$ cat config.mk
export PLATFORM = sky130hd
export DESIGN_NAME = voice_allocator_flat
export DESIGN_NICKNAME = d
export VERILOG_FILES = /design/src/rtl/voice_allocator_if.sv /design/src/rtl/voice_allocator.sv /design/src/flat_wrapper.sv
export SDC_FILE = /design/constraint.sdc
export NUM_CORES = 1
export LEC_CHECK = 0
export CELL_PAD_IN_SITES_DETAIL_PLACEMENT = 0
export CELL_PAD_IN_SITES_GLOBAL_PLACEMENT = 1
export CORE_UTILIZATION = 35
export DETAILED_ROUTE_END_ITERATION = 6
export GPL_TIMING_DRIVEN = 0
export PLACE_DENSITY = 0.6
export REMOVE_ABC_BUFFERS = 1
export SYNTH_ARGS = -nofsm -noshare
export SYNTH_HDL_FRONTEND = slang
export SYNTH_SLANG_ARGS = --single-unit
$ cat constraint.sdc
create_clock -name clk -period 4.4 [get_ports clk]
set_input_delay 0.88 -clock clk [delete_from_list [all_inputs] [get_ports clk]]
set_output_delay 0.88 -clock clk [all_outputs]
set_load 0.02 [all_outputs]
$ cat src/rtl/voice_allocator_if.sv
// Event handshake from the keyboard decoder into the voice allocator.
// The sender drives valid/on/note and the allocator answers with ready.
interface voice_allocator_if #(
  parameter int NOTE_W = 8
);
  logic              ev_valid;
  logic              ev_ready;
  logic              ev_on;
  logic [NOTE_W-1:0] ev_note;

  modport master (output ev_valid, ev_on, ev_note, input ev_ready);
  modport slave  (input ev_valid, ev_on, ev_note, output ev_ready);
endinterface

$ cat src/rtl/voice_allocator.sv
// Voice bank sequencer: scans all voices one per cycle for each event, then
// retriggers, allocates, steals the oldest voice, or gates voices off.
module voice_allocator #(
  parameter  int NUM_VOICES = 8,
  parameter  int NOTE_W     = 8,
  parameter  int AGE_W      = 8,
  localparam int IDX_W      = $clog2(NUM_VOICES)
) (
  input  logic                         clk,
  input  logic                         reset_n,
  voice_allocator_if.slave             ev,
  output logic [NUM_VOICES-1:0]        voice_gate,
  output logic [NUM_VOICES*NOTE_W-1:0] voice_note,
  output logic                         alloc_valid,
  output logic [IDX_W-1:0]             alloc_voice,
  output logic                         alloc_stolen
);

  typedef enum logic [1:0] {IDLE, SCAN, COMMIT} state_t;

  state_t            state, state_n;
  logic              ready_c, accept;
  logic [IDX_W-1:0]  idx;
  logic              on_q;
  logic [NOTE_W-1:0] note_q;
  logic              found_match, found_free, found_old;
  logic [IDX_W-1:0]  match_idx, free_idx, old_idx;
  logic [AGE_W-1:0]  old_age;
  logic [AGE_W-1:0]  age_q [NUM_VOICES];
  logic [IDX_W-1:0]  sel_idx;
  logic              sel_stolen;

  always_ff @(posedge clk or negedge reset_n) begin
    if (!reset_n) state <= IDLE;
    else          state <= state_n;
  end

  always_comb begin
    state_n    = state;
    ready_c    = reset_n && (state == IDLE);
    accept     = ready_c && ev.ev_valid;
    sel_idx    = old_idx;
    sel_stolen = 1'b1;
    if (found_match) begin
      sel_idx    = match_idx;
      sel_stolen = 1'b0;
    end else if (found_free) begin
      sel_idx    = free_idx;
      sel_stolen = 1'b0;
    end
    case (state)
      IDLE:    if (accept) state_n = SCAN;
      SCAN:    if (idx == IDX_W'(NUM_VOICES - 1)) state_n = COMMIT;
      COMMIT:  state_n = IDLE;
      default: state_n = IDLE;
    endcase
  end

  assign ev.ev_ready = ready_c;

  always_ff @(posedge clk or negedge reset_n) begin
    if (!reset_n) begin
      idx          <= '0;
      on_q         <= 1'b0;
      note_q       <= '0;
      found_match  <= 1'b0;
      found_free   <= 1'b0;
      found_old    <= 1'b0;
      match_idx    <= '0;
      free_idx     <= '0;
      old_idx      <= '0;
      old_age      <= '0;
      voice_gate   <= '0;
      voice_note   <= '0;
      alloc_valid  <= 1'b0;
      alloc_voice  <= '0;
      alloc_stolen <= 1'b0;
      for (int unsigned i = 0; i < NUM_VOICES; i++) age_q[i] <= '0;
    end else begin
      alloc_valid <= 1'b0;
      case (state)
        IDLE: if (accept) begin
          on_q        <= ev.ev_on;
          note_q      <= ev.ev_note;
          idx         <= '0;
          found_match <= 1'b0;
          found_free  <= 1'b0;
          found_old   <= 1'b0;
        end
        SCAN: begin
          if (voice_gate[idx] && voice_note[idx*NOTE_W +: NOTE_W] == note_q && !found_match) begin
            found_match <= 1'b1;
            match_idx   <= idx;
          end
          if (!voice_gate[idx] && !found_free) begin
            found_free <= 1'b1;
            free_idx   <= idx;
          end
          // Strict '>' keeps the lowest index on equal ages.
          if (voice_gate[idx] && (!found_old || age_q[idx] > old_age)) begin
            found_old <= 1'b1;
            old_idx   <= idx;
            old_age   <= age_q[idx];
          end
          idx <= idx + 1'b1;
        end
        COMMIT: begin
          for (int unsigned i = 0; i < NUM_VOICES; i++) begin
            if (on_q) begin
              if (IDX_W'(i) == sel_idx) begin
                voice_gate[i]                  <= 1'b1;
                voice_note[i*NOTE_W +: NOTE_W] <= note_q;
                age_q[i]                       <= '0;
              end else if (voice_gate[i] && age_q[i] != '1) begin
                age_q[i] <= age_q[i] + 1'b1;
              end
            end else if (voice_gate[i] && voice_note[i*NOTE_W +: NOTE_W] == note_q) begin
              voice_gate[i] <= 1'b0;
            end
          end
          if (on_q) begin
            alloc_valid  <= 1'b1;
            alloc_voice  <= sel_idx;
            alloc_stolen <= sel_stolen;
          end
        end
        default: ;
      endcase
    end
  end

endmodule

$ cat src/flat_wrapper.sv
// flat-port wrapper written by rule: the top's interface ports become plain ports
module voice_allocator_flat 
#(
  parameter  int NUM_VOICES = 8,
  parameter  int NOTE_W     = 8,
  parameter  int AGE_W      = 8,
  localparam int IDX_W      = $clog2(NUM_VOICES)
)
  (clk, reset_n, voice_gate, voice_note, alloc_valid, alloc_voice, alloc_stolen, ev_ev_valid, ev_ev_on, ev_ev_note, ev_ev_ready);
  voice_allocator_if #(.NOTE_W(NOTE_W)) ev_i ();
  input  logic clk;
  input  logic reset_n;
  output logic [NUM_VOICES-1:0] voice_gate;
  output logic [NUM_VOICES*NOTE_W-1:0] voice_note;
  output logic alloc_valid;
  output logic [IDX_W-1:0] alloc_voice;
  output logic alloc_stolen;
  input wire logic [$bits(ev_i.ev_valid)-1:0] ev_ev_valid;
  input wire logic [$bits(ev_i.ev_on)-1:0] ev_ev_on;
  input wire logic [$bits(ev_i.ev_note)-1:0] ev_ev_note;
  output wire logic [$bits(ev_i.ev_ready)-1:0] ev_ev_ready;
  assign ev_i.ev_valid = ev_ev_valid;
  assign ev_i.ev_on = ev_ev_on;
  assign ev_i.ev_note = ev_ev_note;
  assign ev_ev_ready = ev_i.ev_ready;
  voice_allocator #(.NUM_VOICES(NUM_VOICES), .NOTE_W(NOTE_W), .AGE_W(AGE_W)) u_core (.clk(clk), .reset_n(reset_n), .ev(ev_i), .voice_gate(voice_gate), .voice_note(voice_note), .alloc_valid(alloc_valid), .alloc_voice(alloc_voice), .alloc_stolen(alloc_stolen));
endmodule
==> results of run 1 <==
[worst min-delay path by stage]
stage                     startpoint                    end  slack (ns)
2_1_floorplan    u_core.match_idx[2]    u_core.match_idx[2]        0.45
3_3_place_gp   u_core.alloc_voice[0]  u_core.alloc_voice[0]        0.47
3_5_place_dp   u_core.alloc_voice[0]  u_core.alloc_voice[0]        0.47
4_1_cts        u_core.alloc_voice[0]  u_core.alloc_voice[0]        0.49
5_1_grt        u_core.alloc_voice[0]  u_core.alloc_voice[0]        0.51
6_report       u_core.alloc_voice[0]  u_core.alloc_voice[0]        0.48
[synthesized netlist by cell type, types with 3 or more instances]
cell	n	area [um2]
a21o_1	8	60.1
a21oi_1	12	60.1
a22o_1	4	35.0
a22oi_1	6	45.0
a31oi_1	5	31.3
and2_1	4	25.0
and3_1	14	87.6
and4_1	3	26.3
buf_1	3	11.3
buf_2	14	70.1
buf_4	7	52.6
clkbuf_1	20	75.1
dfrtp_1	175	4380
ha_1	18	225
inv_1	12	45.0
mux2_1	6	67.6
mux2_2	87	980
mux2i_1	29	290
mux4_2	24	541
nand2_1	78	293
nand2b_1	4	25.0
nand3_1	24	120
nand4_1	20	125
nor2_1	52	195
nor2b_1	3	18.8
nor3_1	13	65.1
nor4_1	8	50.1
o211a_1	5	50.1
o211ai_1	4	30.0
o21a_1	5	37.5
o21ai_0	26	130
o31ai_1	9	67.6
o41ai_1	4	35.0
or3_1	6	37.5
xnor2_1	52	455
xor2_1	55	482
[power breakdown]
part | internal, W | switching, W | total, W
registers | 0.00184 | 0.000669 | 0.00251
logic | 0.00101 | 0.00101 | 0.00203
clock network | 0.000771 | 0.000737 | 0.00151
total | 0.00362 | 0.00242 | 0.00604
[cells in the final DEF (no fill, tap or decap), types with 9 or more instances in the layout]
cell             instances
xnor2_1                 52
o21ai_0                 26
inv_1                   12
and3_1                  14
o31ai_1                  9
nor3_1                  13
clkbuf_16               17
xor2_1                  55
nand2_1                 78
clkdlybuf4s50_1         88
nand3_1                 24
nor2_1                  52
dfrtp_1                173
mux4_2                  24
mux2_2                  87
nand4_1                 20
mux2i_1                 29
ha_1                    18
a21oi_1                 12
[stage by stage]
| step | worst slack, ns | hold WS [ns] | util [%] | TNS [ns] | power (W) |
|---|---|---|---|---|---|
| after floorplan | 0.297 | 0.448 | - | 0 | 0.00368 |
| after global placement | -5.53 | 0.472 | 40.1 | -1042.84 | 0.00455 |
| after detailed placement | 0.241 | 0.471 | 40.4 | 0 | 0.00459 |
| after CTS | 0.222 | 0.487 | 42.6 | 0 | 0.00612 |
| after global routing | 0.00231 | 0.511 | 42.6 | 0 | 0.00638 |
| final | 0.290 | 0.477 | 42.6 | 0 | 0.00604 |
[area by class of cell]
cell class / count / area, um2 / share of cell area (%)
multi-input combinational: 628 / 5090 / 44.1
sequential: 175 / 4380 / 38.0
timing repair buffer: 92 / 971 / 8.42
tap: 372 / 465 / 4.04
clock buffer: 18 / 439 / 3.81
clock inverter: 14 / 141 / 1.23
inverter: 12 / 45.0 / 0.391
[worst max-delay path, stage by stage (launching register included)]
cell      delay, ns
dfrtp_2        0.69
buf_12         0.26
mux4_2         0.55
mux2_2         0.30
ha_1           0.31
a21o_1         0.16
a221o_1        0.34
a221oi_1       0.29
o21ai_0        0.25
nand2_1        0.44
mux2_2         0.39
[registers in the layout, indices dropped and copies added, names as in the netlist]
register and flops:
u_core.age_q 64, u_core.alloc_stolen 1, u_core.alloc_valid 1, u_core.alloc_voice 3, u_core.found_free 1, u_core.found_match 1, u_core.found_old 1, u_core.free_idx 3
u_core.idx 3, u_core.match_idx 3, u_core.note_q 8, u_core.old_age 8, u_core.old_idx 3, u_core.on_q 1, u_core.state 2, u_core.voice_gate 8
u_core.voice_note 64
[metal layers]
metal | up-vias | part of all wire, % | track usage [%]
li1 | 3254 | - | -
met1 | 3428 | 47 | 26.5
met2 | 136 | 48 | 32.0
met3 | 22 | 3.8 | 3.53
met4 | 0 | 1.3 | 5.06
met5 | - | 0 | 0
[cell families (layout without fill, tap and decap cells)]
group,after synthesis,after routing
AND/OR/NAND/NOR,249,249
AO/OA/AOI/OAI,107,107
flip-flops,175,175
XOR/XNOR,107,107
multiplexers,147,147
adder cells (fa/ha/maj),18,18
buffers and inverters,58,136
==> flow_summary.yaml, run 1 <==
setup_path:
  required_ns: 4.71
  crit_path_start: "u_core.idx[0]"
  end_kind: "flop"
  rr_worst_depth: 10
  cp-endpoint: "u_core.old_age[6]"
  cp_max_fo: 18
  r2r-start: "u_core.idx[0]"
  regToRegSetupSlack_ns: 0.29
  reg2reg_to: "u_core.old_age[6]"
  arrival_ns: 4.42
  worst_setup_path_start_kind: "flop"
  criticalPathCategory: "reg -> reg"
yosys:
  yosys.area_share.adder_pct: 2.31
  synthArstFlopShare_pct: 100
  syn_avg_cell_area_um2: 11.3
  ys_ff_latch: 175
  synth-compound-area-share_pct: 7.78
  synth_edf_count: 0
  synthMuxAreaShare_pct: 19.5
  synthXorXnorAreaFrac_pct: 9.62
  synthFlopType: "dfrtp_1"
  synth_top_family_by_area: "multiplexers"
  syn_inst: 861
  synth_cell_types: 70
  synthSimpleGateAreaFrac_pct: 13.0
  synth.cell_area_um2: 9750
  ys_seq_area_share_pct: 44.9
  yosys_warnings: 0
clock_network:
  cts_tree: "done"
  cts_hold_buf: 0
  postCtsResizedCells: 0
  postCtsSetupBuffers: 0
  cts_max_path_buffers: 2
  cts.sinks: 175
  cts_buffers: 17
  cts_htree_levels: 4
  clkSlewWorstSetupHoldPaths_ns: 0.07
  cts_root_buffer: "clkbuf_16"
  clk_latency_ns: 0.44
global_routing:
  grtUsageTotal_pct: 19.5
  grt_max_degree: 101
  antenna_found_initial: 0
  grt_overflow: 0
  grt_pass1_wl_um: 41800
  grt_pass1_vias: 6916
job:
  cap_viol_max_count: 0
floorplanning:
  dieHeight_um: 169
  num_io_pins: 90
  initial_core_util_pct: 36.0
  die-area_um2: 28500
  core_area_um2: 27100
  die_w_um: 169
  num_rows: 60
route:
  ant_nets: 0
  drc: 0
  wl_um: 26600
  vias_per_cell: 5.22
  vias: 6840
  routedWlPerCell_um: 20.3
  first_iter_violations: 388
  firstDrtPassIters: 4
power_and_ir_drop:
  power.leakage_nw: 5.13
  irDropWorstVdd_mv: 0.317
  p_per_area_nw_per_um2: 524
sta:
  drv_slew: 0
  rsz0062_at_grt: "false"
  finalSetupViolCount: 0
  hold_viol_final: 0
  tightest_slew_ns: 1.28
  period_needed_ns: 4.11
  fmax_mhz: 243
  fin_worst_skew_ns: 0.0170
  finalCritPeriodShare_pct: 93.4
  slew_headroom_pct: 14.5
hold_path:
  hp-class: "reg -> reg"
  hold_depth: 2
final_layout:
  fillers: 2610
  layout-drive-gt1-share_pct: 18.0
  antenna_cells: 0
  fin_area_um2: 11500
  nets: 956
  finalNonFillerCells: 1311
  syn2layout_area_growth_pct: 18.3
placement:
  post-place-cells: 1279
  dpl_cell_area_um2: 11000
  numPortBuffers: 89
  gp_congestion: 0.784
  dpl.hpwl_um: 18900
status:
  status: "finished clean"
No activity file was read; power rests on OpenSTA's default activity.
==> run 2: changes to the inputs <==
Settings changed: SETUP_SLACK_MARGIN set to 0.4.
==> run 2 against run 1 <==
Via count decreased by 0.16%; clock skew about the same; clock power is essentially flat; combinational power is 3% higher; setup slack improved by 0.35 ns; critical path depth unchanged; global-route usage about the same; largest cell class unchanged; highest routed layer unchanged.
==> flow_summary.yaml, run 2 (synthesis gave the netlist of run 1 again) <==
route:
  vias: 6829
  first_iter_violations: 383
  firstDrtPassIters: 4
  vias_per_cell: 5.20
  top_layer: "met4"
  dr_wl_met2_um: 12800
  wl_met3_um: 1010
  ant_nets: 0
  wl_um: 26600
  routedWlPerCell_um: 20.2
  wl_met1_um: 12400
  drc: 0
power_and_ir_drop:
  p_per_area_nw_per_um2: 526
  irDropWorstVdd_mv: 0.321
  power.leakage_nw: 5.16
  finalPower_w: 0.00609
setup_path:
  reg2reg_to: "u_core.old_age[6]"
  arrival_ns: 4.07
  required_ns: 4.71
  regToRegSetupSlack_ns: 0.64
  r2r-start: "u_core.idx[1]"
  cp_top_family: "multiplexers"
  cp_max_fo: 28
  rr_worst_depth: 10
  end_kind: "flop"
  cpMostUsedCell: "mux2_2"
  crit_chain: "mux4_2 -> mux2_2 -> ha_1 -> a21o_1 -> a221o_1 -> a221oi_1 -> o21ai_0 -> nand2_2 -> buf_12 -> mux2_2"
  critPathSlowestCell: "dfrtp_2"
  criticalPathCategory: "reg -> reg"
  critPathBufInv: 1
  worst_setup_path_start_kind: "flop"
  slowest_delay_ns: 0.89
sta:
  finalCritPeriodShare_pct: 85.4
  period_needed_ns: 3.76
  drv_slew: 0
  slew_headroom_pct: 21.9
  tightest_slew_ns: 1.16
  fin_worst_skew_ns: 0.0169
  rsz0062_at_grt: "false"
  tns_ns: 0
  hold_viol_final: 0
  finalSetupViolCount: 0
  fmax_mhz: 266
  holdWs_ns: 0.400
placement:
  gp_congestion: 0.784
  numPortBuffers: 89
  dpl.hpwl_um: 18900
  dpl_cell_area_um2: 11000
floorplanning:
  dieHeight_um: 169
  num_io_pins: 90
  core_area_um2: 27100
  num_rows: 60
  initial_core_util_pct: 36.0
  die_w_um: 169
  die-area_um2: 28500
clock_network:
  cts_hold_buf: 0
  cts.sinks: 175
  cts_root_buffer: "clkbuf_16"
  cts_tree: "done"
  cts_buffers: 17
  cts_htree_levels: 4
  clk_latency_ns: 0.44
  clkSlewWorstSetupHoldPaths_ns: 0.07
  cts_max_path_buffers: 2
global_routing:
  grtUsageTotal_pct: 19.5
  grt_overflow: 0
  grt_pass1_wl_um: 41800
  antenna_found_initial: 0
  grt_max_degree: 101
  grt_pass1_vias: 6917
final_layout:
  top_regs: "u_core.age_q x64, u_core.voice_note x64"
  antenna_cells: 0
  final_cell_mix: "172 x dfrtp_1, 88 x clkdlybuf4s50_1, 87 x mux2_2"
  syn2layout_area_growth_pct: 18.9
  final_common_cell: "dfrtp_1"
  nets: 959
  fillers: 2610
  layout-drive-gt1-share_pct: 18.5
  fin_area_um2: 11600
job:
  cap_viol_max_count: 0
status:
  status: "finished clean"
hold_path:
  hp-class: "in -> async"
[run 2: cell count changes in the layout (fill, tap and decap cells not counted), sizes merged]
cell	change
buf	+3
[run 2: power by group]
part | total, W | switching [W] | internal [W]
Clock | 0.00151 | 0.000737 | 0.000771
Combinational | 0.00210 | 0.00106 | 0.00104
Sequential | 0.00248 | 0.000642 | 0.00184
[run 2: cell type report]
class,instances,area [um2],area share [%]
inverter,12,45.0,0.389
sequential,175,4390,37.9
clock buffer,18,439,3.79
multi-input combinational,628,5100,44.0
tap,372,465,4.02
timing repair buffer,95,1010,8.73
clock inverter,14,141,1.22
[run 2: worst reg2reg max path, delay by kind of cell, from the launching register on]
kind	cells	cell delay (ns)
AOI/OAI and AO/OA	4	1.06
DFF	1	0.89
buffers and inverters	1	0.14
and+or+nand+nor	1	0.15
muxes	3	1.08
adders and majority gates	1	0.31
[run 2: worst max path at each step]
stage | slack, ns | cells past startpoint | from | end
finish | 0.64 | 10 | u_core.idx[1] | u_core.old_age[6]
global route | 0.43 | 10 | u_core.idx[1] | u_core.old_age[6]
CTS | 0.45 | 10 | u_core.idx[0] | u_core.old_age[6]
detailed placement | 0.24 | 10 | u_core.idx[0] | u_core.old_age[6]
global placement | -5.53 | 3 | reset_n | ev_ev_ready
floorplan | 0.30 | 9 | u_core.idx[0] | u_core.old_idx[1]
[run 2: metrics by stage]
| stage | setup WS, ns | util [%] | std cells |
|---|---|---|---|
| CTS | 0.454 | 42.6 | 1311 |
| global placement | -5.53 | 40.1 | 1276 |
| finish | 0.642 | 42.8 | 1314 |
| floorplan | 0.297 | - | 815 |
| global route | 0.432 | 42.8 | 1314 |
| detailed placement | 0.241 | 40.4 | 1279 |
[run 2: repair_timing]
item	4_1_cts	5_1_grt
endpoints found under the hold margin	0	0
gates cloned	0	0
endpoints found under the setup margin	14	9
setup buffers	0	3
gates resized for setup	4	1
pin swaps	0	1
[run 2: per-layer routing]
metal | vias up | global-route usage, %
met5 | - | 0
met4 | 0 | 5.06
met3 | 21 | 3.53
met2 | 128 | 32.0
met1 | 3422 | 26.5
li1 | 3258 | -
